`src/rtl/draw_request_arbiter.sv`:
```
// Arbitrates four box-draw requesters onto the single box drawer, one box at a time.
// Holds the grant until the drawer returns ready, then pulses the winner's s_done.
//
// state   | meaning
// S_IDLE  | choosing a winner from s_valid, s_ready driven combinationally
// S_ISSUE | m_valid high with latched box, waiting for drawer handshake
// S_BUSY  | drawer plotting; wait for m_ready (from 2nd cycle) or timeout
module draw_request_arbiter #(
    parameter bit          BG_PRIORITY  = 1'b1,
    parameter logic [31:0] BUSY_TIMEOUT = 32'd20000
) (
    input  logic        clock,
    input  logic        reset_n,
    input  logic [3:0]  s_valid,
    output logic [3:0]  s_ready,
    input  logic [35:0] s_box_x,
    input  logic [35:0] s_box_y,
    input  logic [35:0] s_box_w,
    input  logic [35:0] s_box_h,
    input  logic [11:0] s_box_color,
    output logic [3:0]  s_done,
    input  logic        m_ready,
    output logic        m_valid,
    output logic [8:0]  m_box_x,
    output logic [8:0]  m_box_y,
    output logic [8:0]  m_box_w,
    output logic [8:0]  m_box_h,
    output logic [2:0]  m_box_color,
    output logic [1:0]  grant_id,
    output logic        timeout_err
);

    typedef enum logic [1:0] {
        S_IDLE  = 2'd0,
        S_ISSUE = 2'd1,
        S_BUSY  = 2'd2
    } state_t;

    state_t      state_q;
    logic [1:0]  last_grant_q;
    logic [1:0]  grant_id_q;
    logic        m_valid_q;
    logic [8:0]  m_box_x_q;
    logic [8:0]  m_box_y_q;
    logic [8:0]  m_box_w_q;
    logic [8:0]  m_box_h_q;
    logic [2:0]  m_box_color_q;
    logic [3:0]  s_done_q;
    logic [31:0] busy_cnt_q;
    logic        timeout_err_q;

    logic [1:0]  winner;
    logic [1:0]  cand;
    logic        busy_hit_timeout;

    // Scan downward so the nearest position after last_grant_q overwrites the rest.
    always_comb begin
        winner = last_grant_q;
        cand   = '0;
        for (int k = 4; k >= 1; k--) begin
            cand = last_grant_q + 2'(k);
            if (s_valid[cand]) begin
                winner = cand;
            end
        end
        if (BG_PRIORITY && s_valid[0]) begin
            winner = 2'd0;
        end
    end

    always_comb begin
        s_ready = 4'b0000;
        if (reset_n && (state_q == S_IDLE) && (|s_valid)) begin
            s_ready = 4'b0001 << winner;
        end
    end

    assign busy_hit_timeout = ((busy_cnt_q + 32'd1) >= BUSY_TIMEOUT);

    always_ff @(posedge clock or negedge reset_n) begin
        if (!reset_n) begin
            state_q       <= S_IDLE;
            last_grant_q  <= 2'd3;
            grant_id_q    <= 2'd0;
            m_valid_q     <= 1'b0;
            m_box_x_q     <= '0;
            m_box_y_q     <= '0;
            m_box_w_q     <= '0;
            m_box_h_q     <= '0;
            m_box_color_q <= '0;
            s_done_q      <= '0;
            busy_cnt_q    <= '0;
            timeout_err_q <= 1'b0;
        end else begin
            s_done_q <= '0;
            case (state_q)
                S_IDLE: begin
                    if (|s_ready) begin
                        m_box_x_q     <= s_box_x[9*winner +: 9];
                        m_box_y_q     <= s_box_y[9*winner +: 9];
                        m_box_w_q     <= s_box_w[9*winner +: 9];
                        m_box_h_q     <= s_box_h[9*winner +: 9];
                        m_box_color_q <= s_box_color[3*winner +: 3];
                        grant_id_q    <= winner;
                        last_grant_q  <= winner;
                        m_valid_q     <= 1'b1;
                        state_q       <= S_ISSUE;
                    end
                end
                S_ISSUE: begin
                    if (m_valid_q && m_ready) begin
                        m_valid_q  <= 1'b0;
                        busy_cnt_q <= '0;
                        state_q    <= S_BUSY;
                    end
                end
                S_BUSY: begin
                    if (busy_cnt_q != BUSY_TIMEOUT) begin
                        busy_cnt_q <= busy_cnt_q + 32'd1;
                    end
                    // busy_cnt_q == 0 marks the first busy cycle, where ready is still the stale accept.
                    if ((busy_cnt_q != 32'd0) && m_ready) begin
                        s_done_q <= 4'b0001 << grant_id_q;
                        state_q  <= S_IDLE;
                    end else if (busy_hit_timeout) begin
                        timeout_err_q <= 1'b1;
                        s_done_q      <= 4'b0001 << grant_id_q;
                        state_q       <= S_IDLE;
                    end
                end
                default: begin
                    state_q <= S_IDLE;
                end
            endcase
        end
    end

    assign m_valid     = m_valid_q;
    assign m_box_x     = m_box_x_q;
    assign m_box_y     = m_box_y_q;
    assign m_box_w     = m_box_w_q;
    assign m_box_h     = m_box_h_q;
    assign m_box_color = m_box_color_q;
    assign grant_id    = grant_id_q;
    assign s_done      = s_done_q;
    assign timeout_err = timeout_err_q;

endmodule

```
`config.mk`:
```
export PLATFORM = sky130hd
export DESIGN_NAME = draw_request_arbiter
export DESIGN_NICKNAME = d
export VERILOG_FILES = /design/src/rtl/draw_request_arbiter.sv
export SDC_FILE = /design/constraint.sdc
export NUM_CORES = 1
export LEC_CHECK = 0
export CAP_MARGIN = 30
export CORE_ASPECT_RATIO = 1.75
export CORE_UTILIZATION = 30
export CTS_BUF_LIST = sky130_fd_sc_hd__clkbuf_4 sky130_fd_sc_hd__clkbuf_8
export DETAILED_ROUTE_END_ITERATION = 6
export PLACE_DENSITY = 0.68
export SLEW_MARGIN = 20
export SYNTH_ARGS = -nofsm -noshare
export SYNTH_HDL_FRONTEND = slang
export SYNTH_SLANG_ARGS = --single-unit
```
`constraint.sdc`:
```
create_clock -name clock -period 3.15 [get_ports clock]
set_input_delay 0.4725 -clock clock [delete_from_list [all_inputs] [get_ports clock]]
set_output_delay 0.4725 -clock clock [all_outputs]
set_load 0.05 [all_outputs]
```
==> results of run 1 <==
## sequential cells by signal, indices dropped and copies added, names as in the netlist
register      count
busy_cnt_q       32
grant_id          2
last_grant_q      2
m_box_color       3
m_box_h           9
m_box_w           9
m_box_x           9
m_box_y           9
m_valid           1
s_done            4
state_q           2
timeout_err       1
## Yosys cell counts, types with 4 or more instances
library cell | count | area [um^2]
sky130_fd_sc_hd__a21oi_1 | 13 | 65.1
sky130_fd_sc_hd__and2_1 | 4 | 25.0
sky130_fd_sc_hd__and3_1 | 8 | 50.1
sky130_fd_sc_hd__and4_1 | 5 | 43.8
sky130_fd_sc_hd__buf_1 | 5 | 18.8
sky130_fd_sc_hd__buf_2 | 9 | 45.0
sky130_fd_sc_hd__clkbuf_1 | 44 | 165
sky130_fd_sc_hd__dfrtp_1 | 81 | 2030
sky130_fd_sc_hd__inv_1 | 9 | 33.8
sky130_fd_sc_hd__nand2_1 | 148 | 556
sky130_fd_sc_hd__nand2b_1 | 8 | 50.1
sky130_fd_sc_hd__nand3_1 | 65 | 325
sky130_fd_sc_hd__nand4_1 | 8 | 50.1
sky130_fd_sc_hd__nor2_1 | 140 | 526
sky130_fd_sc_hd__nor2b_1 | 8 | 50.1
sky130_fd_sc_hd__nor3_1 | 11 | 55.1
sky130_fd_sc_hd__nor4_1 | 11 | 68.8
sky130_fd_sc_hd__nor4_4 | 4 | 85.1
sky130_fd_sc_hd__o21ai_0 | 123 | 616
sky130_fd_sc_hd__o31ai_1 | 15 | 113
sky130_fd_sc_hd__or4_1 | 4 | 30.0
sky130_fd_sc_hd__xor2_1 | 4 | 35.0
## what timing repair did
item                                   in CTS  in global routing
setup endpoints to repair                   0                  1
resized for setup                           0                  2
hold buffers                                1                  0
endpoints found under the hold margin      11                  0
## path summary, 6_finish.rpt
check	from	to	slack, ps	depth (start not counted)
hold reg to reg	m_box_color[0]	m_box_color[0]	480	2
setup reg to reg	busy_cnt_q[0]	s_done[1]	230	8
min in group clock	m_box_color[0]	m_box_color[0]	480	2
hold / removal	reset_n	m_box_y[4]	480	2
max in group asynchronous	reset_n	last_grant_q[1]	1640	4
setup / recovery	busy_cnt_q[0]	s_done[1]	230	8
## layer usage
metal	vias up	track usage [%]
li1	3099	-
met5	-	0
met1	2855	24.0
met3	44	6.07
met4	0	10.8
met2	237	40.6
## power groups by stage
stage / Sequential [W] / Combinational [W] / Clock (W)
6_report: 0.00160 / 0.00316 / 0.000846
5_1_grt: 0.00165 / 0.00345 / 0.000907
4_1_cts: 0.00161 / 0.00319 / 0.000868
3_5_place_dp: 0.00162 / 0.00319 / 0
3_3_place_gp: 0.00161 / 0.00317 / 0
2_1_floorplan: 0.00249 / 0.00106 / 0
## cell families after synthesis
| family | Yosys count | share of synthesized area, % |
|---|---|---|
| multiplexers | 3 | 0.560 |
| buffers and inverters | 68 | 4.84 |
| AO/OA/AOI/OAI | 181 | 18.8 |
| adder cells (fa/ha/maj) | 2 | 0.448 |
| flip-flops | 83 | 37.2 |
| AND/OR/NAND/NOR | 441 | 37.0 |
| XOR/XNOR | 7 | 1.10 |
## layout by cell type, fill, tap and decap left out, types with 3 or more instances in the layout
master                            count
sky130_fd_sc_hd__and3_1               8
sky130_fd_sc_hd__nor4_1              10
sky130_fd_sc_hd__xor2_1               4
sky130_fd_sc_hd__o31ai_1             15
sky130_fd_sc_hd__a31oi_1              3
sky130_fd_sc_hd__o21ai_0            123
sky130_fd_sc_hd__buf_12               7
sky130_fd_sc_hd__dfrtp_1             81
sky130_fd_sc_hd__nor2_1             140
sky130_fd_sc_hd__buf_4               26
sky130_fd_sc_hd__nor2b_1              8
sky130_fd_sc_hd__nand2_1            148
sky130_fd_sc_hd__nand3_1             64
sky130_fd_sc_hd__a21oi_1             13
sky130_fd_sc_hd__and2_1               4
sky130_fd_sc_hd__o41ai_1              3
sky130_fd_sc_hd__o211ai_1             3
sky130_fd_sc_hd__nor3_1              10
sky130_fd_sc_hd__or2_2                3
sky130_fd_sc_hd__nand4_1              8
sky130_fd_sc_hd__or4_1                4
sky130_fd_sc_hd__nor4_4               4
sky130_fd_sc_hd__and4_1               5
sky130_fd_sc_hd__clkbuf_8             9
sky130_fd_sc_hd__inv_1                9
sky130_fd_sc_hd__o31a_1               3
sky130_fd_sc_hd__nand2b_1             8
sky130_fd_sc_hd__clkdlybuf4s50_1    208
sky130_fd_sc_hd__xnor2_1              3
## cell type report
cell class                 instances  area [um^2]  share of cell area, %
multi-input combinational        634         3270                   39.3
timing repair buffer             242         2430                   29.2
sequential                        83         2080                   25.0
tap                              234          293                   3.52
clock buffer                       9          124                   1.49
clock inverter                     7         82.6                  0.994
inverter                           9         33.8                  0.407
## through the flow
step                instances  total power [W]
floorplan                 785          0.00356
CTS                      1217          0.00567
detailed placement       1200          0.00481
finish                   1218          0.00561
global route             1218          0.00601
global placement         1200          0.00478
==> flow_summary.html, run 1 <==
<table>
<tr><th>Metric</th><th>Value</th></tr>
<tr><th colspan="2">Placed design</th></tr>
<tr><td>Placement-stage worst setup slack</td><td>around 260 ps</td></tr>
<tr><td>Total of buffers placed on input and output ports</td><td>213</td></tr>
<tr><td>Cell area after placement</td><td>about 8100 um^2</td></tr>
<tr><td>Estimated wirelength of the detail-placed design</td><td>around 16 mm</td></tr>
<tr><td>RD Place Congestion</td><td>0.946</td></tr>
<tr><th colspan="2">Status</th></tr>
<tr><td>Result of the run</td><td>complete, no violations</td></tr>
<tr><th colspan="2">Pwr</th></tr>
<tr><td>VDD IR max</td><td>roughly 0.4 mV</td></tr>
<tr><td>Switching part of the total power</td><td>between 40 and 50%</td></tr>
<tr><td>PwrDens</td><td>676 nW/um^2</td></tr>
<tr><td>Leak</td><td>approximately 3.6 nW</td></tr>
<tr><td>Reported net switching power</td><td>roughly 0.0028 W</td></tr>
<tr><td>Internal power summed over all cells</td><td>roughly 0.0028 W</td></tr>
<tr><td>Combinational power share</td><td>56.4%</td></tr>
<tr><td>Fraction of power consumed by sequential logic</td><td>about 29%</td></tr>
<tr><td>Part of the power in the clock network</td><td>15.1%</td></tr>
<tr><th colspan="2">Routing</th></tr>
<tr><td>Avg WL per Cell</td><td>17.0 um</td></tr>
<tr><td>Initial detailed-routing violation count</td><td>between 300 and 400</td></tr>
<tr><td>DRC errors left</td><td>0</td></tr>
<tr><td>M1 wire length</td><td>between 7 and 8 mm</td></tr>
<tr><td>Via count of the routed design</td><td>6,235</td></tr>
<tr><td>Detailed-router iteration count before antenna repair</td><td>4</td></tr>
<tr><td>Uppermost layer routed</td><td>met4</td></tr>
<tr><td>Met2 routed wirelength</td><td>approximately 11 mm</td></tr>
<tr><td>Via density per instance</td><td>about 5.1</td></tr>
<tr><td>Post-DRT Antenna Nets</td><td>0</td></tr>
<tr><td>DR WL met3</td><td>around 1.4 mm</td></tr>
<tr><td>Routed WL</td><td>approximately 21 mm</td></tr>
<tr><th colspan="2">Clocking</th></tr>
<tr><td>Master cell of the clock root buffer</td><td>sky130_fd_sc_hd__clkbuf_8</td></tr>
<tr><td>CTS Buf Count</td><td>9</td></tr>
<tr><td>Skew-Pair Late Insertion Delay</td><td>380 ps</td></tr>
<tr><td>H-Tree Depth</td><td>3</td></tr>
<tr><td>Clock slew at the register clock pins of the worst setup and hold paths</td><td>about 100 ps</td></tr>
<tr><td>Maximum buffer depth of the clock tree</td><td>2</td></tr>
<tr><td>Post-CTS Setup Inserts</td><td>0</td></tr>
<tr><td>Number of sinks driven by the clock tree</td><td>between 80 and 90</td></tr>
<tr><td>Clock tree from TritonCTS</td><td>yes</td></tr>
<tr><th colspan="2">Yosys</th></tr>
<tr><td>Number of warning messages in the yosys log</td><td>0</td></tr>
<tr><td>Gate count after technology mapping</td><td>785</td></tr>
<tr><td>Proportion of synthesized chip area in sequential cells</td><td>37.2%</td></tr>
<tr><td>Total standard cell area after synthesis</td><td>approximately 5600 um^2</td></tr>
<tr><td>Post-Syn Nets</td><td>950</td></tr>
<tr><td>Number of enable flip-flop cells after synthesis</td><td>0</td></tr>
<tr><td>Number of distinct library cells after synthesis</td><td>59</td></tr>
<tr><td>Mapped Avg Cell Area</td><td>roughly 7.1 um^2</td></tr>
<tr><td>Flop and latch count out of synthesis</td><td>between 80 and 90</td></tr>
<tr><td>Proportion of synthesized flip-flops having asynchronous set or reset</td><td>100%</td></tr>
<tr><td>Prevailing post-synth register cell</td><td>sky130_fd_sc_hd__dfrtp_1</td></tr>
<tr><th colspan="2">Critical path</th></tr>
<tr><td>Crit-path slowest cell</td><td>sky130_fd_sc_hd__or4_1</td></tr>
<tr><td>Critical setup path kind</td><td>reg2reg</td></tr>
<tr><td>CP required</td><td>around 3400 ps</td></tr>
<tr><td>Signal arrival time at the worst endpoint</td><td>roughly 3200 ps</td></tr>
<tr><td>Delay of the slowest cell on the worst path</td><td>between 500 and 600 ps</td></tr>
<tr><td>Worst path top cell family by delay</td><td>simple AND/OR/NAND/NOR gates</td></tr>
<tr><td>Crit path buf inv count</td><td>0</td></tr>
<tr><td>Cell chain of the critical path</td><td>ha_1, nand4_2, or4_1, o31ai_1, a211oi_2, nand4_1, nor4_4, a2111oi_0</td></tr>
<tr><td>Endpoint type of the worst setup path</td><td>register</td></tr>
<tr><td>Type of origin of the critical path</td><td>register</td></tr>
<tr><td>Critical path fanouts, max</td><td>6</td></tr>
<tr><th colspan="2">Final layout</th></tr>
<tr><td>ANT cells</td><td>0</td></tr>
<tr><td>Net count reported at finish</td><td>between 1,000 and 1,500</td></tr>
<tr><td>Final cell area excluding filler cells</td><td>8310 um^2</td></tr>
<tr><td>Proportion of layout cells with a drive suffix above 1</td><td>7.42%</td></tr>
<tr><td>Core utilization of the finished layout</td><td>45.8%</td></tr>
<tr><td>Number of inserted filler cells in the final layout</td><td>1,813</td></tr>
<tr><td>Layout Area Growth over Synthesis</td><td>48.6%</td></tr>
<tr><th colspan="2">GRT</th></tr>
<tr><td>Vias in the first global route</td><td>between 6,000 and 7,000</td></tr>
<tr><td>Total Routing Usage GR</td><td>around 23%</td></tr>
<tr><td>Number of antenna violations at the first check in global routing</td><td>0</td></tr>
<tr><td>Global-route wire length before repair</td><td>roughly 33 mm</td></tr>
<tr><td>Maximum number of pins on one net before global-route repair</td><td>87</td></tr>
<tr><td>Remaining Overflow, GRT</td><td>0</td></tr>
<tr><th colspan="2">Timing</th></tr>
<tr><td>Final count of hold timing violations</td><td>0</td></tr>
<tr><td>Slew at the pin closest to its max-slew limit</td><td>751 ps</td></tr>
<tr><td>Post-route clock period utilization</td><td>a little over 90%</td></tr>
<tr><td>Maximum operating frequency</td><td>roughly 0.34 GHz</td></tr>
<tr><td>Setup repair after global routing missed its margin</td><td>false</td></tr>
<tr><td>Max-slew headroom</td><td>roughly half</td></tr>
<tr><td>Final setup margin</td><td>~230 ps</td></tr>
<tr><td>Shortest period the worst path allows</td><td>around 3000 ps</td></tr>
<tr><td>Final setup fails</td><td>0</td></tr>
<tr><td>Final Slew Violations</td><td>0</td></tr>
<tr><td>Clock Skew</td><td>roughly 20 ps</td></tr>
<tr><td>Hold Slack</td><td>480 ps</td></tr>
<tr><td>Setup tns final</td><td>0 ps</td></tr>
<tr><th colspan="2">Die</th></tr>
<tr><td>Site row count</td><td>65</td></tr>
<tr><td>I/O pins</td><td>about 210</td></tr>
<tr><td>Chip Width</td><td>roughly 110 um</td></tr>
<tr><td>Die ar.</td><td>between 15,000 and 20,000 um^2</td></tr>
<tr><td>CORE AREA</td><td>roughly 18,000 um^2</td></tr>
<tr><td>Y dimension of the die</td><td>183 um</td></tr>
<tr><td>Starting Density</td><td>30.8%</td></tr>
<tr><th colspan="2">Worst hold path</th></tr>
<tr><td>Class of the worst hold path</td><td>in2async</td></tr>
<tr><th colspan="2">Run</th></tr>
<tr><td>MaxCap Viol Count</td><td>0</td></tr>
</table>
No activity file was read; power rests on OpenSTA's default activity.
==> run 2: changes to the inputs <==
--- a/config.mk
+++ b/config.mk
@@ -6,7 +6,7 @@
 export NUM_CORES = 1
 export LEC_CHECK = 0
 export CAP_MARGIN = 30
-export CORE_ASPECT_RATIO = 1.75
+export CORE_ASPECT_RATIO = 1.1
 export CORE_UTILIZATION = 30
 export CTS_BUF_LIST = sky130_fd_sc_hd__clkbuf_4 sky130_fd_sc_hd__clkbuf_8
 export DETAILED_ROUTE_END_ITERATION = 6
==> flow_summary.html, run 2 (synthesis results as in run 1) <==
<table>
<tr><th>Metric</th><th>Value</th></tr>
<tr><th colspan="2">Status</th></tr>
<tr><td>Result of the run</td><td>complete, no violations</td></tr>
<tr><th colspan="2">Timing</th></tr>
<tr><td>Slew at the pin closest to its max-slew limit</td><td>749 ps</td></tr>
<tr><td>Final setup fails</td><td>0</td></tr>
<tr><td>Clock Skew</td><td>about 13 ps</td></tr>
<tr><td>Shortest period the worst path allows</td><td>around 2800 ps</td></tr>
<tr><td>Max-slew headroom</td><td>approximately half</td></tr>
<tr><td>Setup tns final</td><td>0 ps</td></tr>
<tr><td>Setup repair after global routing missed its margin</td><td>false</td></tr>
<tr><td>Maximum operating frequency</td><td>approximately 0.36 GHz</td></tr>
<tr><td>Hold Slack</td><td>a little under 500 ps</td></tr>
<tr><td>Post-route clock period utilization</td><td>about nine tenths</td></tr>
<tr><td>Final Slew Violations</td><td>0</td></tr>
<tr><td>Final count of hold timing violations</td><td>0</td></tr>
<tr><th colspan="2">Critical path</th></tr>
<tr><td>Crit path buf inv count</td><td>0</td></tr>
<tr><td>Critical path fanouts, max</td><td>6</td></tr>
<tr><td>Delay of the slowest cell on the worst path</td><td>~600 ps</td></tr>
<tr><td>Crit-path slowest cell</td><td>sky130_fd_sc_hd__or4_1</td></tr>
<tr><td>Worst path top cell family by delay</td><td>simple AND/OR/NAND/NOR gates</td></tr>
<tr><td>Type of origin of the critical path</td><td>register</td></tr>
<tr><td>Critical setup path kind</td><td>reg2reg</td></tr>
<tr><td>Endpoint type of the worst setup path</td><td>register</td></tr>
<tr><td>CP required</td><td>about 3400 ps</td></tr>
<tr><td>Reg-to-Reg Start</td><td>busy_cnt_q[0]</td></tr>
<tr><td>Signal arrival time at the worst endpoint</td><td>3060 ps</td></tr>
<tr><td>Cell chain of the critical path</td><td>ha_1, nand4_2, or4_1, nor4_1, a211oi_1, o2111ai_2, nor3_1, a2111oi_0</td></tr>
<tr><td>Source of the critical timing path</td><td>busy_cnt_q[0]</td></tr>
<tr><th colspan="2">Clocking</th></tr>
<tr><td>Post-CTS Setup Inserts</td><td>0</td></tr>
<tr><td>H-Tree Depth</td><td>3</td></tr>
<tr><td># hold bufs at CTS</td><td>1</td></tr>
<tr><td>Maximum buffer depth of the clock tree</td><td>2</td></tr>
<tr><td>Number of sinks driven by the clock tree</td><td>83</td></tr>
<tr><td>Post_cts resized</td><td>0</td></tr>
<tr><td>Clock slew at the register clock pins of the worst setup and hold paths</td><td>approximately 90 ps</td></tr>
<tr><td>Master cell of the clock root buffer</td><td>sky130_fd_sc_hd__clkbuf_8</td></tr>
<tr><td>Clock tree from TritonCTS</td><td>yes</td></tr>
<tr><td>CTS Buf Count</td><td>9</td></tr>
<tr><td>Skew-Pair Late Insertion Delay</td><td>between 300 and 400 ps</td></tr>
<tr><th colspan="2">Pwr</th></tr>
<tr><td>Reported net switching power</td><td>between 0.002 and 0.003 W</td></tr>
<tr><td>Leak</td><td>around 3.6 nW</td></tr>
<tr><td>Part of the power in the clock network</td><td>about 14%</td></tr>
<tr><td>Combinational power share</td><td>a little under three fifths</td></tr>
<tr><td>Switching part of the total power</td><td>about half</td></tr>
<tr><td>VDD IR max</td><td>between 0.3 and 0.4 mV</td></tr>
<tr><td>Internal power summed over all cells</td><td>roughly 0.0028 W</td></tr>
<tr><td>Fraction of power consumed by sequential logic</td><td>28.6%</td></tr>
<tr><td>PwrDens</td><td>674 nW/um^2</td></tr>
<tr><th colspan="2">Placed design</th></tr>
<tr><td>Total of buffers placed on input and output ports</td><td>approximately 210</td></tr>
<tr><td>RD Place Congestion</td><td>approximately 0.95</td></tr>
<tr><td>Cell area after placement</td><td>between 8000 and 9000 um^2</td></tr>
<tr><td>Estimated wirelength of the detail-placed design</td><td>15.4 mm</td></tr>
<tr><td>Placed cells</td><td>approximately 1,200</td></tr>
<tr><th colspan="2">Routing</th></tr>
<tr><td>Initial detailed-routing violation count</td><td>roughly 380</td></tr>
<tr><td>Detailed-router iteration count before antenna repair</td><td>4</td></tr>
<tr><td>Post-DRT Antenna Nets</td><td>0</td></tr>
<tr><td>Avg WL per Cell</td><td>between 15 and 20 um</td></tr>
<tr><td>DRC errors left</td><td>0</td></tr>
<tr><td>Via density per instance</td><td>5.06</td></tr>
<tr><td>Via count of the routed design</td><td>6,196</td></tr>
<tr><td>Routed WL</td><td>about 20 mm</td></tr>
<tr><th colspan="2">Die</th></tr>
<tr><td>Site row count</td><td>51</td></tr>
<tr><td>I/O pins</td><td>~210</td></tr>
<tr><td>Chip Width</td><td>approximately 130 um</td></tr>
<tr><td>CORE AREA</td><td>approximately 18,000 um^2</td></tr>
<tr><td>Starting Density</td><td>a little under a third</td></tr>
<tr><td>Y dimension of the die</td><td>roughly 150 um</td></tr>
<tr><td>Die ar.</td><td>19,200 um^2</td></tr>
<tr><th colspan="2">GRT</th></tr>
<tr><td>Number of antenna violations at the first check in global routing</td><td>0</td></tr>
<tr><td>Vias in the first global route</td><td>roughly 6,000</td></tr>
<tr><td>Total Routing Usage GR</td><td>a little over a fifth</td></tr>
<tr><td>Remaining Overflow, GRT</td><td>0</td></tr>
<tr><td>Global-route wire length before repair</td><td>32.5 mm</td></tr>
<tr><td>Maximum number of pins on one net before global-route repair</td><td>between 70 and 80</td></tr>
<tr><th colspan="2">Final layout</th></tr>
<tr><td>Layout Area Growth over Synthesis</td><td>48.1%</td></tr>
<tr><td>Number of inserted filler cells in the final layout</td><td>approximately 1,800</td></tr>
<tr><td>Net count reported at finish</td><td>~1,100</td></tr>
<tr><td>Number of flip-flops in the largest register</td><td>32</td></tr>
<tr><td>Final cell count without fillers</td><td>between 1,000 and 1,500</td></tr>
<tr><td>Final cell area excluding filler cells</td><td>around 8300 um^2</td></tr>
<tr><td>Leading cell type in the layout, fill and taps excluded</td><td>sky130_fd_sc_hd__clkdlybuf4s50_1</td></tr>
<tr><td>Proportion of layout cells with a drive suffix above 1</td><td>under 10%</td></tr>
<tr><td>Register ranked first by flip-flop count</td><td>busy_cnt_q</td></tr>
<tr><td>Commonest cells after routing, fill and taps aside</td><td>sky130_fd_sc_hd__clkdlybuf4s50_1 (208), sky130_fd_sc_hd__nand2_1 (148), sky130_fd_sc_hd__nor2_1 (140), sky130_fd_sc_hd__o21ai_0 (123), sky130_fd_sc_hd__dfrtp_1 (81)</td></tr>
<tr><td>ANT cells</td><td>0</td></tr>
<tr><th colspan="2">Worst hold path</th></tr>
<tr><td>Class of the worst hold path</td><td>reg2reg</td></tr>
<tr><td>Startpoint of the worst hold path</td><td>m_box_color[2]</td></tr>
<tr><th colspan="2">Run</th></tr>
<tr><td>MaxCap Viol Count</td><td>0</td></tr>
</table>
run 2: cell types whose count changed in the layout (fill, tap and decap cells not counted), sizes merged:
cell / before / now
buf: 33 / 37
inv: 13 / 9
clkinv: 1 / 3
clkbuf: 9 / 10
run 2: metrics by stage:
step / setup WS, ps / utilization (%) / total power (W)
floorplan: 111 / - / 0.00356
global placement: 304 / 44.8 / 0.00478
detailed placement: 301 / 44.8 / 0.00481
CTS: 294 / 46.0 / 0.00564
global route: 13.3 / 46.0 / 0.00597
finish: 336 / 46.0 / 0.00558
run 2: metal layers:
metal | global-route usage (%) | vias up | wire (um)
li1 | - | 3112 | -
met1 | 26.0 | 2829 | 8370
met2 | 36.9 | 229 | 10000
met3 | 7.06 | 26 | 1440
met4 | 6.57 | 0 | 461
met5 | 0 | - | 0
run 2: cell type report:
cell class              instances  area (um^2)  area share [%]
well taps                     238          298            3.60
clock inverters                 5         63.8           0.771
flip-flops and latches         83         2080            25.1
inverters                       9         33.8           0.408
repair buffers                246         2410            29.1
clock buffers                  10          138            1.66
multi-input cells             634         3260            39.4
run 2: worst paths after layout:
path                                   to  slack (ps)  cells past startpoint
max in group asynchronous      m_box_y[8]        1510                      3
min in group asynchronous      m_box_x[3]         560                      2
setup reg to reg                s_done[0]         340                      8
hold reg to reg            m_box_color[2]         480                      2
setup / recovery                s_done[0]         340                      8
hold / removal             m_box_color[2]         480                      2
run 2: tightest hold or removal path, stage by stage (launching register included):
cell,delay [ps]
sky130_fd_sc_hd__dfrtp_1,350
sky130_fd_sc_hd__nand2_1,40
sky130_fd_sc_hd__o21ai_0,60
run 2: power by group through the flow:
stage	combinational, W	clock [W]	sequential (W)
floorplan	0.00106	0	0.00249
global placement	0.00317	0	0.00161
detailed placement	0.00320	0	0.00161
CTS	0.00321	0.000834	0.00160
global route	0.00345	0.000873	0.00165
finish	0.00318	0.000805	0.00160
==> run 3: changes to the inputs <==
--- a/config.mk
+++ b/config.mk
@@ -6,11 +6,13 @@
 export NUM_CORES = 1
 export LEC_CHECK = 0
 export CAP_MARGIN = 30
+export CELL_PAD_IN_SITES_DETAIL_PLACEMENT = 1
+export CELL_PAD_IN_SITES_GLOBAL_PLACEMENT = 2
 export CORE_ASPECT_RATIO = 1.1
-export CORE_UTILIZATION = 30
+export CORE_UTILIZATION = 24
 export CTS_BUF_LIST = sky130_fd_sc_hd__clkbuf_4 sky130_fd_sc_hd__clkbuf_8
 export DETAILED_ROUTE_END_ITERATION = 6
-export PLACE_DENSITY = 0.68
+export PLACE_DENSITY = 0.92
 export SLEW_MARGIN = 20
 export SYNTH_ARGS = -nofsm -noshare
 export SYNTH_HDL_FRONTEND = slang
==> flow_summary.html, run 3 (synthesis results as in run 1) <==
<table>
<tr><th>Metric</th><th>Value</th></tr>
<tr><th colspan="2">Pwr</th></tr>
<tr><td>Switching part of the total power</td><td>about 48%</td></tr>
<tr><td>Fraction of power consumed by sequential logic</td><td>between 20 and 30%</td></tr>
<tr><td>PwrDens</td><td>approximately 680 nW/um^2</td></tr>
<tr><td>Reported net switching power</td><td>roughly 0.0028 W</td></tr>
<tr><td>Internal power summed over all cells</td><td>roughly 0.0030 W</td></tr>
<tr><td>Part of the power in the clock network</td><td>15.8%</td></tr>
<tr><td>Leak</td><td>between 3 and 4 nW</td></tr>
<tr><td>Combinational power share</td><td>56.3%</td></tr>
<tr><td>VDD IR max</td><td>0.303 mV</td></tr>
<tr><th colspan="2">Die</th></tr>
<tr><td>CORE AREA</td><td>22,900 um^2</td></tr>
<tr><td>Site row count</td><td>58</td></tr>
<tr><td>Chip Width</td><td>between 100 and 150 um</td></tr>
<tr><td>Starting Density</td><td>about 24%</td></tr>
<tr><td>Y dimension of the die</td><td>~160 um</td></tr>
<tr><td>I/O pins</td><td>about 210</td></tr>
<tr><td>Die ar.</td><td>about 24,000 um^2</td></tr>
<tr><th colspan="2">Critical path</th></tr>
<tr><td>Endpoint type of the worst setup path</td><td>register</td></tr>
<tr><td>Register-to-Register Path Depth</td><td>8</td></tr>
<tr><td>Reg-to-Reg Start</td><td>busy_cnt_q[0]</td></tr>
<tr><td>Type of origin of the critical path</td><td>register</td></tr>
<tr><td>Signal arrival time at the worst endpoint</td><td>~3200 ps</td></tr>
<tr><td>Critical path fanouts, max</td><td>6</td></tr>
<tr><td>RR Endpoint</td><td>s_done[1]</td></tr>
<tr><td>Critical setup path kind</td><td>reg2reg</td></tr>
<tr><td>CP required</td><td>3380 ps</td></tr>
<tr><td>Register-to-Register Setup Slack</td><td>220 ps</td></tr>
<tr><th colspan="2">Timing</th></tr>
<tr><td>Maximum operating frequency</td><td>0.341 GHz</td></tr>
<tr><td>Max-slew headroom</td><td>approximately half</td></tr>
<tr><td>Final Slew Violations</td><td>0</td></tr>
<tr><td>Post-route clock period utilization</td><td>between 90% and 100%</td></tr>
<tr><td>Shortest period the worst path allows</td><td>2930 ps</td></tr>
<tr><td>Hold Slack</td><td>roughly 480 ps</td></tr>
<tr><td>Final count of hold timing violations</td><td>0</td></tr>
<tr><td>Clock Skew</td><td>13.8 ps</td></tr>
<tr><td>Setup tns final</td><td>0 ps</td></tr>
<tr><td>Slew at the pin closest to its max-slew limit</td><td>~730 ps</td></tr>
<tr><td>Setup repair after global routing missed its margin</td><td>false</td></tr>
<tr><td>Final setup fails</td><td>0</td></tr>
<tr><th colspan="2">GRT</th></tr>
<tr><td>Maximum number of pins on one net before global-route repair</td><td>87</td></tr>
<tr><td>Vias in the first global route</td><td>between 6,000 and 7,000</td></tr>
<tr><td>Remaining Overflow, GRT</td><td>0</td></tr>
<tr><td>Number of antenna violations at the first check in global routing</td><td>3</td></tr>
<tr><td>Total Routing Usage GR</td><td>between 10% and 20%</td></tr>
<tr><td>Global-route wire length before repair</td><td>~35 mm</td></tr>
<tr><th colspan="2">Status</th></tr>
<tr><td>Result of the run</td><td>complete, no violations</td></tr>
<tr><th colspan="2">Routing</th></tr>
<tr><td>Initial detailed-routing violation count</td><td>190</td></tr>
<tr><td>Via density per instance</td><td>4.95</td></tr>
<tr><td>Detailed-router iteration count before antenna repair</td><td>4</td></tr>
<tr><td>DRC errors left</td><td>0</td></tr>
<tr><td>Avg WL per Cell</td><td>about 17 um</td></tr>
<tr><td>Post-DRT Antenna Nets</td><td>0</td></tr>
<tr><td>Routed WL</td><td>about 22 mm</td></tr>
<tr><td>Via count of the routed design</td><td>roughly 6,300</td></tr>
<tr><th colspan="2">Final layout</th></tr>
<tr><td>Layout Area Growth over Synthesis</td><td>50.4%</td></tr>
<tr><td>Commonest cells after routing, fill and taps aside</td><td>sky130_fd_sc_hd__clkdlybuf4s50_1 (208), sky130_fd_sc_hd__nand2_1 (148), sky130_fd_sc_hd__nor2_1 (140), sky130_fd_sc_hd__o21ai_0 (123), sky130_fd_sc_hd__dfrtp_1 (81)</td></tr>
<tr><td>Leading cell type in the layout, fill and taps excluded</td><td>sky130_fd_sc_hd__clkdlybuf4s50_1</td></tr>
<tr><td>Number of flip-flops in the largest register</td><td>32</td></tr>
<tr><td>Final cell area excluding filler cells</td><td>about 8400 um^2</td></tr>
<tr><td>ANT cells</td><td>0</td></tr>
<tr><td>Register ranked first by flip-flop count</td><td>busy_cnt_q</td></tr>
<tr><td>Net count reported at finish</td><td>approximately 1,100</td></tr>
<tr><td>Proportion of layout cells with a drive suffix above 1</td><td>under 10%</td></tr>
<tr><th colspan="2">Clocking</th></tr>
<tr><td>H-Tree Depth</td><td>3</td></tr>
<tr><td>Maximum buffer depth of the clock tree</td><td>2</td></tr>
<tr><td>Post-CTS Setup Inserts</td><td>0</td></tr>
<tr><td>Number of sinks driven by the clock tree</td><td>83</td></tr>
<tr><td>Clock tree from TritonCTS</td><td>yes</td></tr>
<tr><td>CTS Buf Count</td><td>9</td></tr>
<tr><td>Clock slew at the register clock pins of the worst setup and hold paths</td><td>90 ps</td></tr>
<tr><td>Skew-Pair Late Insertion Delay</td><td>around 380 ps</td></tr>
<tr><td>Master cell of the clock root buffer</td><td>sky130_fd_sc_hd__clkbuf_8</td></tr>
<tr><th colspan="2">Placed design</th></tr>
<tr><td>Total of buffers placed on input and output ports</td><td>213</td></tr>
<tr><td>Estimated wirelength of the detail-placed design</td><td>16.8 mm</td></tr>
<tr><td>Cell area after placement</td><td>between 8000 and 9000 um^2</td></tr>
<tr><td>RD Place Congestion</td><td>between 0.8 and 0.9</td></tr>
<tr><th colspan="2">Worst hold path</th></tr>
<tr><td>Class of the worst hold path</td><td>in2async</td></tr>
<tr><th colspan="2">Run</th></tr>
<tr><td>MaxCap Viol Count</td><td>0</td></tr>
</table>
==> run 3: cell type report <==
type                            instances  area, um^2
Clock buffer                           12         159
Clock inverter                          4        72.6
Fill cell                            2793       14500
Timing Repair Buffer                  239        2420
Sequential cell                        83        2080
Inverter                                9        33.8
Tap cell                              300         375
Multi-Input combinational cell        634        3260
==> run 3: how the worst max path moves through the flow <==
| stage | from | endpoint | cells past startpoint |
|---|---|---|---|
| 6_report | busy_cnt_q[0] | s_done[1] | 8 |
| 3_3_place_gp | s_valid[2] | m_box_y[0] | 8 |
| 5_1_grt | busy_cnt_q[0] | s_done[1] | 8 |
| 3_5_place_dp | busy_cnt_q[0] | s_done[1] | 8 |
| 4_1_cts | busy_cnt_q[0] | s_done[1] | 8 |
| 2_1_floorplan | last_grant_q[0] | s_ready[0] | 6 |
==> run 3: power groups by stage <==
stage | clock network [W] | registers [W] | logic, W
after floorplan | 0 | 0.00249 | 0.00106
final | 0.000907 | 0.00160 | 0.00322
after global routing | 0.000977 | 0.00165 | 0.00348
after detailed placement | 0 | 0.00162 | 0.00326
after global placement | 0 | 0.00160 | 0.00320
after CTS | 0.000929 | 0.00160 | 0.00327
==> run 3: routing by layer <==
metal / up-vias / global-route usage, % / part of all wire, %
li1: 3095 / - / -
met1: 3031 / 22.7 / 42
met2: 184 / 32.2 / 49
met3: 30 / 5.42 / 6.8
met4: 6 / 5.95 / 1.7
met5: - / 0 / 0.18
==> run 3: repair_timing <==
item | CTS | global route
hold endpoints to repair | 11 | 0
resized for setup | 0 | 1
endpoints found under the setup margin | 0 | 1
hold buffers | 1 | 0
==> run 3: per-stage QoR <==
stage               setup slack, ps  std cells  power [W]  util (%)
detailed placement              231       1264    0.00488      35.7
finish                          220       1281    0.00573      36.8
global route                   19.0       1281    0.00611      36.8
CTS                             192       1281    0.00580      36.8
floorplan                       111        785    0.00356         -
global placement                351       1263    0.00481      35.6
==> run 3: worst max-delay path, cell delays in order, from the launching register on <==
cell and delay, ps:
sky130_fd_sc_hd__dfrtp_1 430, sky130_fd_sc_hd__ha_1 280, sky130_fd_sc_hd__nand4_2 220, sky130_fd_sc_hd__or4_1 580, sky130_fd_sc_hd__nor4_1 430, sky130_fd_sc_hd__a211oi_1 110, sky130_fd_sc_hd__o2111ai_2 140, sky130_fd_sc_hd__nor3_1 140
sky130_fd_sc_hd__a2111oi_0 460
